===== src/rtl/gnpu_cop_pkg.sv =====
// Purpose: shared encodings, decoded-op enum and issue-slot layout for the coprocessor dispatcher.
// Latency: n/a (types and constants only).
// Backpressure: n/a.
`ifndef COP_INST_WIDTH
`define COP_INST_WIDTH 32
`endif
`ifndef COP_REG_WIDTH
`define COP_REG_WIDTH 64
`endif

package gnpu_cop_pkg;

    localparam int COP_INST_W = `COP_INST_WIDTH;
    localparam int COP_REG_W  = `COP_REG_WIDTH;

    // Custom-1 style opcode shared by every coprocessor instruction
    localparam logic [6:0] OPC_COP = 7'b0101011;

    localparam logic [2:0] F3_FENCE      = 3'b000;
    localparam logic [2:0] F3_PRELOADC   = 3'b001;
    localparam logic [2:0] F3_TMMA       = 3'b010;
    localparam logic [2:0] F3_POSTSTOREC = 3'b011;
    localparam logic [2:0] F3_PRELOADA   = 3'b100;
    localparam logic [2:0] F3_PERF       = 3'b111;

    typedef enum logic [2:0] {
        OP_FENCE,
        OP_PRELOADC,
        OP_PRELOADA,
        OP_TMMA,
        OP_POSTSTOREC,
        OP_PERF,
        OP_ILLEGAL
    } op_e;

    // One accepted instruction waiting to issue
    typedef struct packed {
        op_e                  op;
        logic [2:0]           funct3;
        logic [COP_REG_W-1:0] rs1;
        logic [COP_REG_W-1:0] rs2;
        logic [COP_REG_W-1:0] rs3;
    } slot_t;

endpackage


===== src/rtl/gnpu_cop_decode.sv =====
// Purpose: classify a coprocessor instruction word into an op_e (perf read legal only with GNPU_COP_PERF_EN).
// Latency: purely combinational.
// Backpressure: none.
module gnpu_cop_decode
    import gnpu_cop_pkg::*;
(
    input  logic [COP_INST_W-1:0] insn_i,
    output op_e                   op_o
);

    logic [6:0] opcode;
    logic [2:0] funct3;
    logic       unused_insn_bits;

    assign opcode           = insn_i[6:0];
    assign funct3           = insn_i[14:12];
    assign unused_insn_bits = ^{insn_i[COP_INST_W-1:15], insn_i[11:7]};

    // Map opcode/funct3 to an operation; anything unrecognised is illegal
    always_comb begin
        op_o = OP_ILLEGAL;
        if (opcode == OPC_COP) begin
            case (funct3)
                F3_FENCE:      op_o = OP_FENCE;
                F3_PRELOADC:   op_o = OP_PRELOADC;
                F3_PRELOADA:   op_o = OP_PRELOADA;
                F3_TMMA:       op_o = OP_TMMA;
                F3_POSTSTOREC: op_o = OP_POSTSTOREC;
`ifdef GNPU_COP_PERF_EN
                F3_PERF:       op_o = OP_PERF;
`else
                F3_PERF:       op_o = OP_ILLEGAL;
`endif
                default:       op_o = OP_ILLEGAL;
            endcase
        end
    end

endmodule


===== src/rtl/gnpu_cop_dispatch.sv =====
// Purpose: one-slot coprocessor dispatcher with per-unit busy hazards; GNPU_COP_PERF_EN adds a tmma counter read.
// Latency: request accepted in N, earliest issue N+1, response valid N+2; slot refills on the issue cycle.
// Backpressure: issue stalls on unit busy, unit cmd_rdy low, or an undrained response; req_rdy drops when the slot is stuck.
module gnpu_cop_dispatch
    import gnpu_cop_pkg::*;
#(
    parameter int RESP_ERR_BIT = 8,
    parameter int PERF_CNT_W   = 32
) (
    input  logic                       clk,
    input  logic                       rst_n,
    input  logic                       cpu_tpu_req_vld_i,
    output logic                       cpu_tpu_req_rdy_o,
    input  logic [`COP_INST_WIDTH-1:0] cpu_tpu_req_insn_i,
    input  logic [`COP_REG_WIDTH-1:0]  cpu_tpu_req_rs1_data_i,
    input  logic [`COP_REG_WIDTH-1:0]  cpu_tpu_req_rs2_data_i,
    input  logic [`COP_REG_WIDTH-1:0]  cpu_tpu_req_rs3_data_i,
    output logic                       cpu_tpu_resp_vld_o,
    input  logic                       cpu_tpu_resp_rdy_i,
    output logic [`COP_REG_WIDTH-1:0]  cpu_tpu_resp_data_o,
    output logic                       ld_cmd_vld_o,
    input  logic                       ld_cmd_rdy_i,
    output logic                       ld_cmd_isa_o,
    input  logic                       ld_done_i,
    output logic                       mac_cmd_vld_o,
    input  logic                       mac_cmd_rdy_i,
    input  logic                       mac_done_i,
    output logic                       st_cmd_vld_o,
    input  logic                       st_cmd_rdy_i,
    input  logic                       st_done_i,
    output logic [`COP_REG_WIDTH-1:0]  cmd_rs1_o,
    output logic [`COP_REG_WIDTH-1:0]  cmd_rs2_o,
    output logic [`COP_REG_WIDTH-1:0]  cmd_rs3_o
);

    slot_t                slot_q, slot_d;
    logic                 slot_vld_q, slot_vld_d;
    logic                 ld_busy_q, ld_busy_d;
    logic                 mac_busy_q, mac_busy_d;
    logic                 st_busy_q, st_busy_d;
    logic                 resp_vld_q, resp_vld_d;
    logic [COP_REG_W-1:0] resp_data_q, resp_data_d;
    logic [COP_REG_W-1:0] resp_word;

    op_e  req_op;
    logic req_hs;
    logic resp_free;
    logic hazard_ok;
    logic unit_rdy;
    logic issue_ok;
    logic slot_fire;
    logic is_preload, is_tmma, is_store;
    logic ld_cmd_vld, mac_cmd_vld, st_cmd_vld;
    logic ld_hs, mac_hs, st_hs;

`ifdef GNPU_COP_PERF_EN
    logic [PERF_CNT_W-1:0] perf_cnt_q, perf_cnt_d;
`else
    localparam int unused_perf_cnt_w = PERF_CNT_W;
`endif

    gnpu_cop_decode u_decode (
        .insn_i (cpu_tpu_req_insn_i),
        .op_o   (req_op)
    );

    assign is_preload = (slot_q.op == OP_PRELOADC) || (slot_q.op == OP_PRELOADA);
    assign is_tmma    = (slot_q.op == OP_TMMA);
    assign is_store   = (slot_q.op == OP_POSTSTOREC);

    // The response register can take a new word if it is empty or being drained this cycle
    assign resp_free = !resp_vld_q || cpu_tpu_resp_rdy_i;

    // Hazard rule and target-unit ready for the op sitting in the slot
    always_comb begin
        hazard_ok = 1'b1;
        unit_rdy  = 1'b1;
        case (slot_q.op)
            OP_PRELOADC, OP_PRELOADA: begin
                hazard_ok = !mac_busy_q && !ld_busy_q;
                unit_rdy  = ld_cmd_rdy_i;
            end
            OP_TMMA: begin
                hazard_ok = !ld_busy_q && !mac_busy_q;
                unit_rdy  = mac_cmd_rdy_i;
            end
            OP_POSTSTOREC: begin
                hazard_ok = !mac_busy_q && !st_busy_q;
                unit_rdy  = st_cmd_rdy_i;
            end
            OP_FENCE: begin
                hazard_ok = !ld_busy_q && !mac_busy_q && !st_busy_q;
            end
            default: begin
                hazard_ok = 1'b1;
                unit_rdy  = 1'b1;
            end
        endcase
    end

    // cmd_vld excludes cmd_rdy so a unit may wait for valid before raising ready
    assign issue_ok    = slot_vld_q && resp_free && hazard_ok;
    assign ld_cmd_vld  = issue_ok && is_preload;
    assign mac_cmd_vld = issue_ok && is_tmma;
    assign st_cmd_vld  = issue_ok && is_store;
    assign ld_hs       = ld_cmd_vld && ld_cmd_rdy_i;
    assign mac_hs      = mac_cmd_vld && mac_cmd_rdy_i;
    assign st_hs       = st_cmd_vld && st_cmd_rdy_i;
    assign slot_fire   = issue_ok && unit_rdy;
    assign req_hs      = cpu_tpu_req_vld_i && cpu_tpu_req_rdy_o;

    assign cpu_tpu_req_rdy_o   = !slot_vld_q || slot_fire;
    assign cpu_tpu_resp_vld_o  = resp_vld_q;
    assign cpu_tpu_resp_data_o = resp_data_q;
    assign ld_cmd_vld_o        = ld_cmd_vld;
    assign mac_cmd_vld_o       = mac_cmd_vld;
    assign st_cmd_vld_o        = st_cmd_vld;
    assign ld_cmd_isa_o        = (slot_q.op == OP_PRELOADA);
    assign cmd_rs1_o           = slot_q.rs1;
    assign cmd_rs2_o           = slot_q.rs2;
    assign cmd_rs3_o           = slot_q.rs3;

    // Response word for the issuing op: funct3 plus error flag, or the counter for a perf read
    always_comb begin
        resp_word               = '0;
        resp_word[2:0]          = slot_q.funct3;
        resp_word[RESP_ERR_BIT] = (slot_q.op == OP_ILLEGAL);
`ifdef GNPU_COP_PERF_EN
        if (slot_q.op == OP_PERF) begin
            resp_word                 = '0;
            resp_word[PERF_CNT_W-1:0] = perf_cnt_q;
        end
`endif
    end

    // Next state for slot, busy bits, response register and counter
    always_comb begin
        slot_d      = slot_q;
        slot_vld_d  = slot_vld_q;
        resp_vld_d  = resp_vld_q;
        resp_data_d = resp_data_q;

        if (req_hs) begin
            slot_vld_d    = 1'b1;
            slot_d.op     = req_op;
            slot_d.funct3 = cpu_tpu_req_insn_i[14:12];
            slot_d.rs1    = cpu_tpu_req_rs1_data_i;
            slot_d.rs2    = cpu_tpu_req_rs2_data_i;
            slot_d.rs3    = cpu_tpu_req_rs3_data_i;
        end else if (slot_fire) begin
            slot_vld_d = 1'b0;
        end

        // A done from an idle unit leaves busy low; set wins since set implies idle
        ld_busy_d  = ld_hs  ? 1'b1 : (ld_done_i  ? 1'b0 : ld_busy_q);
        mac_busy_d = mac_hs ? 1'b1 : (mac_done_i ? 1'b0 : mac_busy_q);
        st_busy_d  = st_hs  ? 1'b1 : (st_done_i  ? 1'b0 : st_busy_q);

        if (resp_vld_q && cpu_tpu_resp_rdy_i) begin
            resp_vld_d = 1'b0;
        end
        if (slot_fire) begin
            resp_vld_d  = 1'b1;
            resp_data_d = resp_word;
        end

`ifdef GNPU_COP_PERF_EN
        perf_cnt_d = perf_cnt_q + (mac_hs ? PERF_CNT_W'(1) : PERF_CNT_W'(0));
`endif
    end

    // State registers; reset discards any in-flight unit state
    always_ff @(posedge clk or negedge rst_n) begin
        if (!rst_n) begin
            slot_q      <= '0;
            slot_vld_q  <= 1'b0;
            ld_busy_q   <= 1'b0;
            mac_busy_q  <= 1'b0;
            st_busy_q   <= 1'b0;
            resp_vld_q  <= 1'b0;
            resp_data_q <= '0;
`ifdef GNPU_COP_PERF_EN
            perf_cnt_q  <= '0;
`endif
        end else begin
            slot_q      <= slot_d;
            slot_vld_q  <= slot_vld_d;
            ld_busy_q   <= ld_busy_d;
            mac_busy_q  <= mac_busy_d;
            st_busy_q   <= st_busy_d;
            resp_vld_q  <= resp_vld_d;
            resp_data_q <= resp_data_d;
`ifdef GNPU_COP_PERF_EN
            perf_cnt_q  <= perf_cnt_d;
`endif
        end
    end

endmodule


===== config.mk =====
export PLATFORM = sky130hd
export DESIGN_NAME = gnpu_cop_dispatch
export DESIGN_NICKNAME = d
export VERILOG_FILES = /design/src/rtl/gnpu_cop_pkg.sv /design/src/rtl/gnpu_cop_decode.sv /design/src/rtl/gnpu_cop_dispatch.sv
export SDC_FILE = /design/constraint.sdc
export NUM_CORES = 1
export LEC_CHECK = 0
export ABC_AREA = 1
export CORE_MARGIN = 10
export CORE_UTILIZATION = 34
export CTS_CLUSTER_DIAMETER = 150
export DETAILED_ROUTE_END_ITERATION = 7
export GPL_TIMING_DRIVEN = 0
export PLACE_DENSITY = 0.79
export RECOVER_POWER = 100
export SYNTH_ARGS = -nofsm -noshare
export SYNTH_HDL_FRONTEND = slang
export SYNTH_SLANG_ARGS = --single-unit

===== constraint.sdc =====
create_clock -name clk -period 2.4 [get_ports clk]
set_clock_uncertainty 0.1 [all_clocks]
set_input_delay 0.48 -clock clk [delete_from_list [all_inputs] [get_ports clk]]
set_output_delay 0.48 -clock clk [all_outputs]
set_load 0.05 [all_outputs]

# [Word-level counts from Yosys, hierarchy flattened]
# Index checks and enable logic that the tools add are counted.
[totals] regBits=207 word_cells=66
[op_classes] n_eq_ne=10 n_mux=14 n_reduce_logical=31
[ops] op="$pmux 3 s5" n=1
[ops] op="$logic_and 1x1->1" n=14
[ops] op="$eq 3x2->1 const B" n=4
[ops] op="$mux 1" n=10
[ops] op="$reduce_bool 2->1" n=5
[ops] op="$eq 3x3->1 const B" n=3
[ops] op="$eq 7x6->1 const B" n=1
[ops] op="$eq 3x1->1 const B" n=2
[ops] op="$logic_not 3->1" n=2
[ops] op="$pmux 1 s3" n=2
[ops] op="$logic_not 1->1" n=5
[ops] op="$logic_or 1x1->1" n=3
[ops] op="$mux 3" n=1
[ops] op="$reduce_or 3->1" n=1
[ops] op="$reduce_or 2->1" n=1

# [Logic depth before layout (Yosys ltp)]
# Gate-level depths: netlist (run 1).
[logic_depth] ltp_word=9 ltp_mapped=12 ltp_nobuf=10

# [By module]
# From an unflattened synthesis (run 1), not the netlist that was laid out.
[hier_totals] hier_cells=1198 hier_area_um2=10279.9
[modules_own_cells] module="gnpu_cop_dispatch" instances=1 area_each_um2=10194.8 cells_per_inst=1178
[modules_own_cells] module="gnpu_cop_decode" instances=1 area_each_um2=85.1 cells_per_inst=20

# [Worst setup path after synthesis (run 1)]
# No wires, ideal clock.
[synth_timing] kind="register to output" start="reg resp_vld_q, in the netlist cpu_tpu_resp_vld_o" end="out mac_cmd_vld_o" n_path_buf=0 path_stages_with_launch=6 arrival_time_ps=2057 path_slack_ps=-237 path_cell_list="dfrtp_1 nand2_1 nand2_1 nor2_1 inv_1 nor3_1"
[synth_via] elab_chain_cells=5
[synth_rtl] item="start: declaration" line_no="gnpu_cop_dispatch.sv:41" source="logic resp_vld_q, resp_vld_d;"
[synth_rtl] item="start signal: assignment" line_no="gnpu_cop_dispatch.sv:191" source="resp_vld_q <= resp_vld_d;"
[synth_rtl] item="$logic_not 1->1" line_no="gnpu_cop_dispatch.sv:72" source="assign resp_free = !resp_vld_q || cpu_tpu_resp_rdy_i;"
[synth_rtl] item="$logic_or 1x1->1" line_no="gnpu_cop_dispatch.sv:72"
[synth_rtl] item="$logic_and 1x1->1 (2 in series)" line_no="gnpu_cop_dispatch.sv:102" source="assign issue_ok = slot_vld_q && resp_free && hazard_ok;"
[synth_rtl] item="$logic_and 1x1->1" line_no="gnpu_cop_dispatch.sv:104" source="assign mac_cmd_vld = issue_ok && is_tmma;"
[synth_rtl] item="end: declaration" line_no="gnpu_cop_dispatch.sv:25" source="output logic mac_cmd_vld_o,"
# No other way between the ends.

# [Worst setup path after layout (run 1)]
[layout_timing] start="reg slot_q[196] (netlist bit)" end="out cpu_tpu_req_rdy_o"
[layout_via] elab_chain_cells=6
[layout_rtl] item="start: declaration" line_no="gnpu_cop_dispatch.sv:36" source="slot_t slot_q, slot_d;"
[layout_rtl] item="start signal: assignment" line_no="gnpu_cop_dispatch.sv:186" source="slot_q <= slot_d;"
[layout_rtl] item="$eq 3x2->1 or $eq 3x1->1 (tied branches)" line_no="gnpu_cop_dispatch.sv:78" source="case (slot_q.op)"
[layout_rtl] item="$reduce_or 3->1 (no source line)"
[layout_rtl] item="$pmux 1 s3" line_no="gnpu_cop_dispatch.sv:78"
[layout_rtl] item="$logic_and 1x1->1" line_no="gnpu_cop_dispatch.sv:102"
[layout_rtl] item="$logic_and 1x1->1 *" line_no="gnpu_cop_dispatch.sv:109" source="assign slot_fire = issue_ok && unit_rdy;"
[layout_rtl] item="$logic_or 1x1->1 *" line_no="gnpu_cop_dispatch.sv:112" source="assign cpu_tpu_req_rdy_o = !slot_vld_q || slot_fire;"
[layout_rtl] item="end: declaration" line_no="gnpu_cop_dispatch.sv:13" source="output logic cpu_tpu_req_rdy_o,"
# Every way passes the cells marked *; elsewhere a longest branch is shown, timed or not.

==> results of run 1 <==
-- synth_stat cells --
| master | count | share of area (%) |
|---|---|---|
| buf_4 | 264 | 19 |
| clkbuf_1 | 24 | 0.88 |
| inv_2 | 1 | 0.037 |
| nor2_2 | 1 | 0.061 |
| buf_2 | 22 | 1.1 |
| nand4_1 | 3 | 0.18 |
| buf_6 | 2 | 0.22 |
| buf_1 | 5 | 0.18 |
| o21ai_0 | 7 | 0.34 |
| inv_1 | 13 | 0.48 |
| nor3_1 | 5 | 0.25 |
| nand3_1 | 201 | 9.9 |
| a21oi_1 | 2 | 0.098 |
| nor2_1 | 6 | 0.22 |
| conb_1 | 1 | 0.037 |
| nand2_1 | 427 | 16 |
| nand2_4 | 1 | 0.11 |
| nand3_2 | 1 | 0.098 |
| dfrtp_1 | 207 | 51 |
-- worst register-to-register path, stage by stage, from the launching register on --
cell and delay, ns:
dfrtp_2 0.46, nor2_4 0.18, buf_4 0.14, nor2_2 0.03, nand4_1 0.15, nand3_4 0.13, buf_4 0.17, nand2_8 0.19
clkbuf_1 0.41, nand2_1 0.12, nand2_1 0.08
-- final timing paths --
check                      depth (start not counted)           endpoint  slack (ns)
setup / recovery                                   7  cpu_tpu_req_rdy_o       -0.10
hold / removal                                     2      cmd_rs1_o[19]        0.37
setup reg to reg                                  10      cmd_rs1_o[34]        0.19
hold reg to reg                                    2      cmd_rs1_o[19]        0.37
max in group asynchronous                          3      cmd_rs2_o[32]        0.27
min in group asynchronous                          2      cmd_rs1_o[63]        0.73
-- per-stage QoR --
step	power (uW)	std cells	hold slack [ns]	setup WS [ns]
final	26100	2115	0.370	-0.102
after global routing	27600	2114	0.389	-0.182
after CTS	26000	2097	0.365	-0.211
after detailed placement	22900	2055	0.359	-1.06
after global placement	22600	2054	0.355	-8.18
after floorplan	17500	1252	0.0844	0.161
-- cell families (layout without fill, tap and decap cells) --
logic type	Yosys count	in the layout	synth area share, %
buf+inv	331	802	22.3
simple gates	645	645	26.5
flops	207	207	50.7
other cells	1	62	0.0367
compound gates	9	9	0.441
-- final cells by class --
| class | instances | area [um^2] |
|---|---|---|
| multi-input cells | 714 | 3040 |
| fillers | 2632 | 13500 |
| plain buffers | 315 | 2230 |
| inverters | 14 | 52.6 |
| clock inverters | 6 | 40.0 |
| diodes | 2 | 5.00 |
| clock buffers | 35 | 703 |
| repair buffers | 432 | 4390 |
| flip-flops and latches | 207 | 5180 |
| well taps | 390 | 488 |
-- where the power goes --
part | internal, uW | total, uW | switching, uW
Combinational | 5890 | 16500 | 10600
Sequential | 5180 | 6110 | 937
Clock | 2030 | 3510 | 1480
-- per-layer routing --
| layer | up-vias | wire [um] |
|---|---|---|
| met2 | 430 | 18000 |
| li1 | 4493 | - |
| met1 | 4433 | 14500 |
| met4 | 2 | 1380 |
| met3 | 78 | 3700 |
| met5 | - | 20 |
-- flip-flops by register name (all words and copies together), names as in the netlist --
| name | cells |
|---|---|
| cpu_tpu_resp_vld_o | 1 |
| ld_busy_q | 1 |
| slot_q | 3 |
| cmd_rs3_o | 64 |
| cmd_rs2_o | 64 |
| mac_busy_q | 1 |
| st_busy_q | 1 |
| cmd_rs1_o | 64 |
| cpu_tpu_resp_data_o | 4 |
| slot_vld_q | 1 |
| resp_word | 3 |
-- repair_timing --
item | 4_1_cts | 5_1_grt
pin swaps | 0 | 9
setup endpoints to repair | 99 | 140
endpoints found under the hold margin | 92 | 0
setup buffers | 2 | 15
gates cloned | 0 | 1
resized for setup | 121 | 99
hold buffers | 1 | 0
==> out/results.ini, run 1 <==
[status]
status=complete, but fails checks
violations=setup timing

[global_routing]
top_usage_layer=met2
grt_pass1_wl_um=56600
grt_usage_pct=18.9
antenna_found_initial=3
first_global_vias=9764
grt_max_degree=116
use_met1_pct=21.2
gr-usage-met3_pct=7.02
overflow=0
grtUsageMet2_pct=31.9

[floorplan]
die_w_um=193
fp.coreArea_mm2=0.0296
boundaryPins=496
fp-row-count=63
die_h_um=193
start_util_pct=34.4
dieArea_mm2=0.0374

[setup_path]
worst_ep_arrival_time_ns=1.92
path_max_fanout=6
end_kind=primary output
cp.required_ns=1.82
r2r-start=slot_q[196]
critical_path.max_stage_delay_ns=0.46
crit_chain=nor2_4 -> buf_4 -> nor2_2 -> nand4_1 -> nand3_4 -> buf_12 -> buf_12
crit_start=slot_q[196]
cp_num_buf_inv=3
crit_family=simple AND/OR/NAND/NOR gates
crit_type=reg -> out
critPathSlowestCell=dfrtp_2
crit_path_start_kind=flop
cpMostUsedCell=buf_12

[finish]
layout_common_cells=nand2_1 (420), buf_4 (280), clkdlybuf4s50_1 (254), dfrtp_1 (204), nand3_1 (201)
final_common_cell=nand2_1
postLayoutCellArea_mm2=0.0161
fin_util_pct=54.4
syn_to_final_growth_pct=58.1
fin_nets=1943
drive_above_1_share_pct=21.7

[timing]
slew_viol_final=0
worstMarginPinSlew_ns=1.34
fmax_mhz=400
finalSetupViolations=2
period_share_pct=104
finalWorstSetupSlack_ns=-0.102
hold_viol_final=0
finalCriticalPeriod_ns=2.50
rsz0062_at_grt=true
setup_tns_ns=-0.116
maxSlewHeadroom_pct=10.7

[route]
drt-total-wl_um=37600
drt_iter0_drc=408
drc_errors=0
routed_via_density=4.46
first_pass_iters=5
routedWlPerCell_um=17.8
num_vias=9436
drtAntennaViolNets=0

[min_path]
min_from=cmd_rs1_o[19]
hold_path_class=reg -> reg

[placement]
port-buffer-count=412
placed_area_mm2=0.0151
place_hpwl_um=28700
place.gp.congestion=0.845

[cts]
cts-root-buf=clkbuf_16
htree_levels=1
cts_tree=built
cts.reportedPaths.clkPinSlew_ns=0.06
cts_buffer_depth=3
insertion_delay_ns=0.52
cts_buffers=25
clock-sinks=207

[synth]
seq_area_frac_synth_pct=50.7
synthCells=1193
synth_seq_cells=207
yosys_warnings=0
synth_cell_type_count=19
syn_area_mm2=0.0102
avgSynthCellArea_um2=8.56

[pwr]
leakagePower_uw=0.00919
worst_ir_drop_vdd_mv=1.07
powerDensity_mw_per_mm2=1620

[run]
drv_cap=0

No activity file was read; power rests on OpenSTA's default activity.
==> inputs of run 2 (changes only) <==
--- a/config.mk
+++ b/config.mk
@@ -6,12 +6,14 @@
 export NUM_CORES = 1
 export LEC_CHECK = 0
 export ABC_AREA = 1
+export CELL_PAD_IN_SITES_DETAIL_PLACEMENT = 0
+export CELL_PAD_IN_SITES_GLOBAL_PLACEMENT = 2
 export CORE_MARGIN = 10
-export CORE_UTILIZATION = 34
+export CORE_UTILIZATION = 22
 export CTS_CLUSTER_DIAMETER = 150
 export DETAILED_ROUTE_END_ITERATION = 7
 export GPL_TIMING_DRIVEN = 0
-export PLACE_DENSITY = 0.79
+export PLACE_DENSITY = 0.9
 export RECOVER_POWER = 100
 export SYNTH_ARGS = -nofsm -noshare
 export SYNTH_HDL_FRONTEND = slang
==> run 2 against run 1 <==
  * The flow finishes with violations (capacitance limit, slew limit, setup timing)
  * Register-to-register slack worse by 0.07 ns
  * Largest power group unchanged
  * Clock power is 19% higher
  * Hold slack worse by 0.00053 ns
  * Fmax hardly changed
  * Cell count is 9.7% higher
  * Critical path type unchanged
  * Final area is 1.3% higher
  * Sequential cell count stayed put
  * Via count is 2.4% lower
  * Wire length is 5.6% higher
==> out/results.ini, run 2 (synthesis gave the netlist of run 1 again) <==
[finish]
final-instance-count-excl-fill=2320
drive_above_1_share_pct=21.4
final_common_cell=nand2_1
fin_util_pct=35.8
nFillCells=4728
fin_nets=1935
layout_common_cells=nand2_1 (421), buf_4 (271), clkdlybuf4s50_1 (224), dfrtp_1 (204), nand3_1 (200)
syn_to_final_growth_pct=60.2

[route]
drt-total-wl_um=39700
routed_via_density=3.97
drc_errors=0
routedWlPerCell_um=17.1
drt_iter0_drc=429
first_pass_iters=6
drtAntennaViolNets=0
num_vias=9206

[global_routing]
grt_usage_pct=13.8
first_global_vias=9824
antenna_found_initial=2
overflow=0
grt_pass1_wl_um=60100
grt_max_degree=107

[timing]
fmax_mhz=399
finalWorstSetupSlack_ns=-0.104
maxSlewHeadroom_pct=-3.18
slew_viol_final=102
finalCriticalPeriod_ns=2.50
period_share_pct=104
finalSetupViolations=2
worstMarginPinSlew_ns=1.55
hold_viol_final=0
rsz0062_at_grt=true

[setup_path]
crit_start=slot_q[195]
worst_ep_arrival_time_ns=1.92
crit_path_start_kind=flop
crit_type=reg -> out
critPathCapture=cpu_tpu_req_rdy_o
reg2reg_depth=10
end_kind=primary output
path_max_fanout=6
r2r_end=cmd_rs2_o[21]
cp.required_ns=1.82
r2r-start=slot_q[195]
ff2ff_setup_slack_ns=0.12

[pwr]
combPwrFrac_pct=60.7
worst_ir_drop_vdd_mv=0.843
leakagePower_uw=0.00903
powerDensity_mw_per_mm2=1610
switchingPower_uw=13100
p_int_uw=13200
power.total_uw=26400
power.share.sequential_pct=23.4
power.share.switching_pct=49.8
pwr-share-clk_pct=15.9

[status]
status=complete, but fails checks
violations=capacitance limit, slew limit, setup timing

[placement]
place_hpwl_um=30700
port-buffer-count=412
place.gp.congestion=0.803
dp_cells=2265

[min_path]
hold_path_class=reg -> reg
min_from=cmd_rs3_o[56]

[cts]
cts.reportedPaths.clkPinSlew_ns=0.06
cts_buffer_depth=3
cts_buffers=26
cts-root-buf=clkbuf_16
insertion_delay_ns=0.54
cts_tree=built
clock-sinks=207
htree_levels=1

[floorplan]
dieArea_mm2=0.0554
die_h_um=235
boundaryPins=496
start_util_pct=22.3
fp.coreArea_mm2=0.0457
die_w_um=235
fp-row-count=78

[run]
drv_cap=1

-- run 2: cell count changes in the layout (fill, tap and decap cells not counted), moves of 4 or more --
cell,delta
buf_4,-9
clkbuf_8,+4
dlygate4sd2_1,+59
clkdlybuf4s50_1,-30
dlymetal6s2s_1,-29
-- run 2: power by group through the flow --
stage               Clock (uW)  Sequential (uW)  Combinational (uW)
global route              4440             6370               17200
CTS                       4310             6170               16200
global placement             0             6170               16800
floorplan                    0             6020               11500
detailed placement           0             6200               16800
finish                    4190             6160               16000
-- run 2: cell type report --
| cell class | instances | area [um^2] | area share, % |
|---|---|---|---|
| flip-flops and latches | 207 | 5180 | 31.7 |
| repair buffers | 422 | 4160 | 25.4 |
| multi-input cells | 714 | 3050 | 18.7 |
| plain buffers | 316 | 2240 | 13.7 |
| clock buffers | 38 | 797 | 4.87 |
| well taps | 600 | 751 | 4.59 |
| clock inverters | 8 | 115 | 0.704 |
| inverters | 14 | 55.1 | 0.337 |
| diodes | 1 | 2.50 | 0.0153 |
-- run 2: what timing repair did --
item                       in CTS  in global routing
buffers inserted                3                  5
resized for setup             185                 67
hold buffers                    1                  0
pin swaps                       4                  9
setup endpoints to repair     148                 77
hold endpoints to repair      101                  0
-- run 2: layer usage --
layer | share of wire (%) | vias to the layer above | GRT usage [%]
li1 | - | 4481 | -
met3 | 9.0 | 47 | 5.25
met1 | 42 | 4320 | 16.1
met4 | 2.2 | 4 | 3.66
met2 | 47 | 354 | 23.0
met5 | 0.078 | - | 0
-- run 2: worst min path at each step --
stage | to | cells past startpoint | slack (ns)
floorplan | cmd_rs1_o[0] | 0 | 0.08
global placement | cmd_rs2_o[22] | 2 | 0.35
detailed placement | cmd_rs3_o[34] | 2 | 0.36
CTS | cmd_rs1_o[19] | 3 | 0.37
global route | cmd_rs2_o[22] | 2 | 0.38
finish | cmd_rs3_o[56] | 2 | 0.37
-- run 2: stage by stage --
step	setup TNS, ns	hold WS (ns)	setup slack, ns	cell area (um^2)
3_3_place_gp	-1877.90	0.355	-8.91	15300
5_1_grt	-10.63	0.379	-0.176	16400
4_1_cts	-0.169	0.366	-0.110	16100
6_report	-0.104	0.370	-0.104	16400
2_1_floorplan	0	0.0844	0.161	10400
3_5_place_dp	-40.03	0.359	-1.23	15300
-- run 2: critical path, cell delays in order, from the launching register on --
cell	delay [ns]
dfrtp_2	0.46
nor2_4	0.20
nand2_2	0.08
nand4_1	0.21
nand3_4	0.11
buf_12	0.16
buf_12	0.14
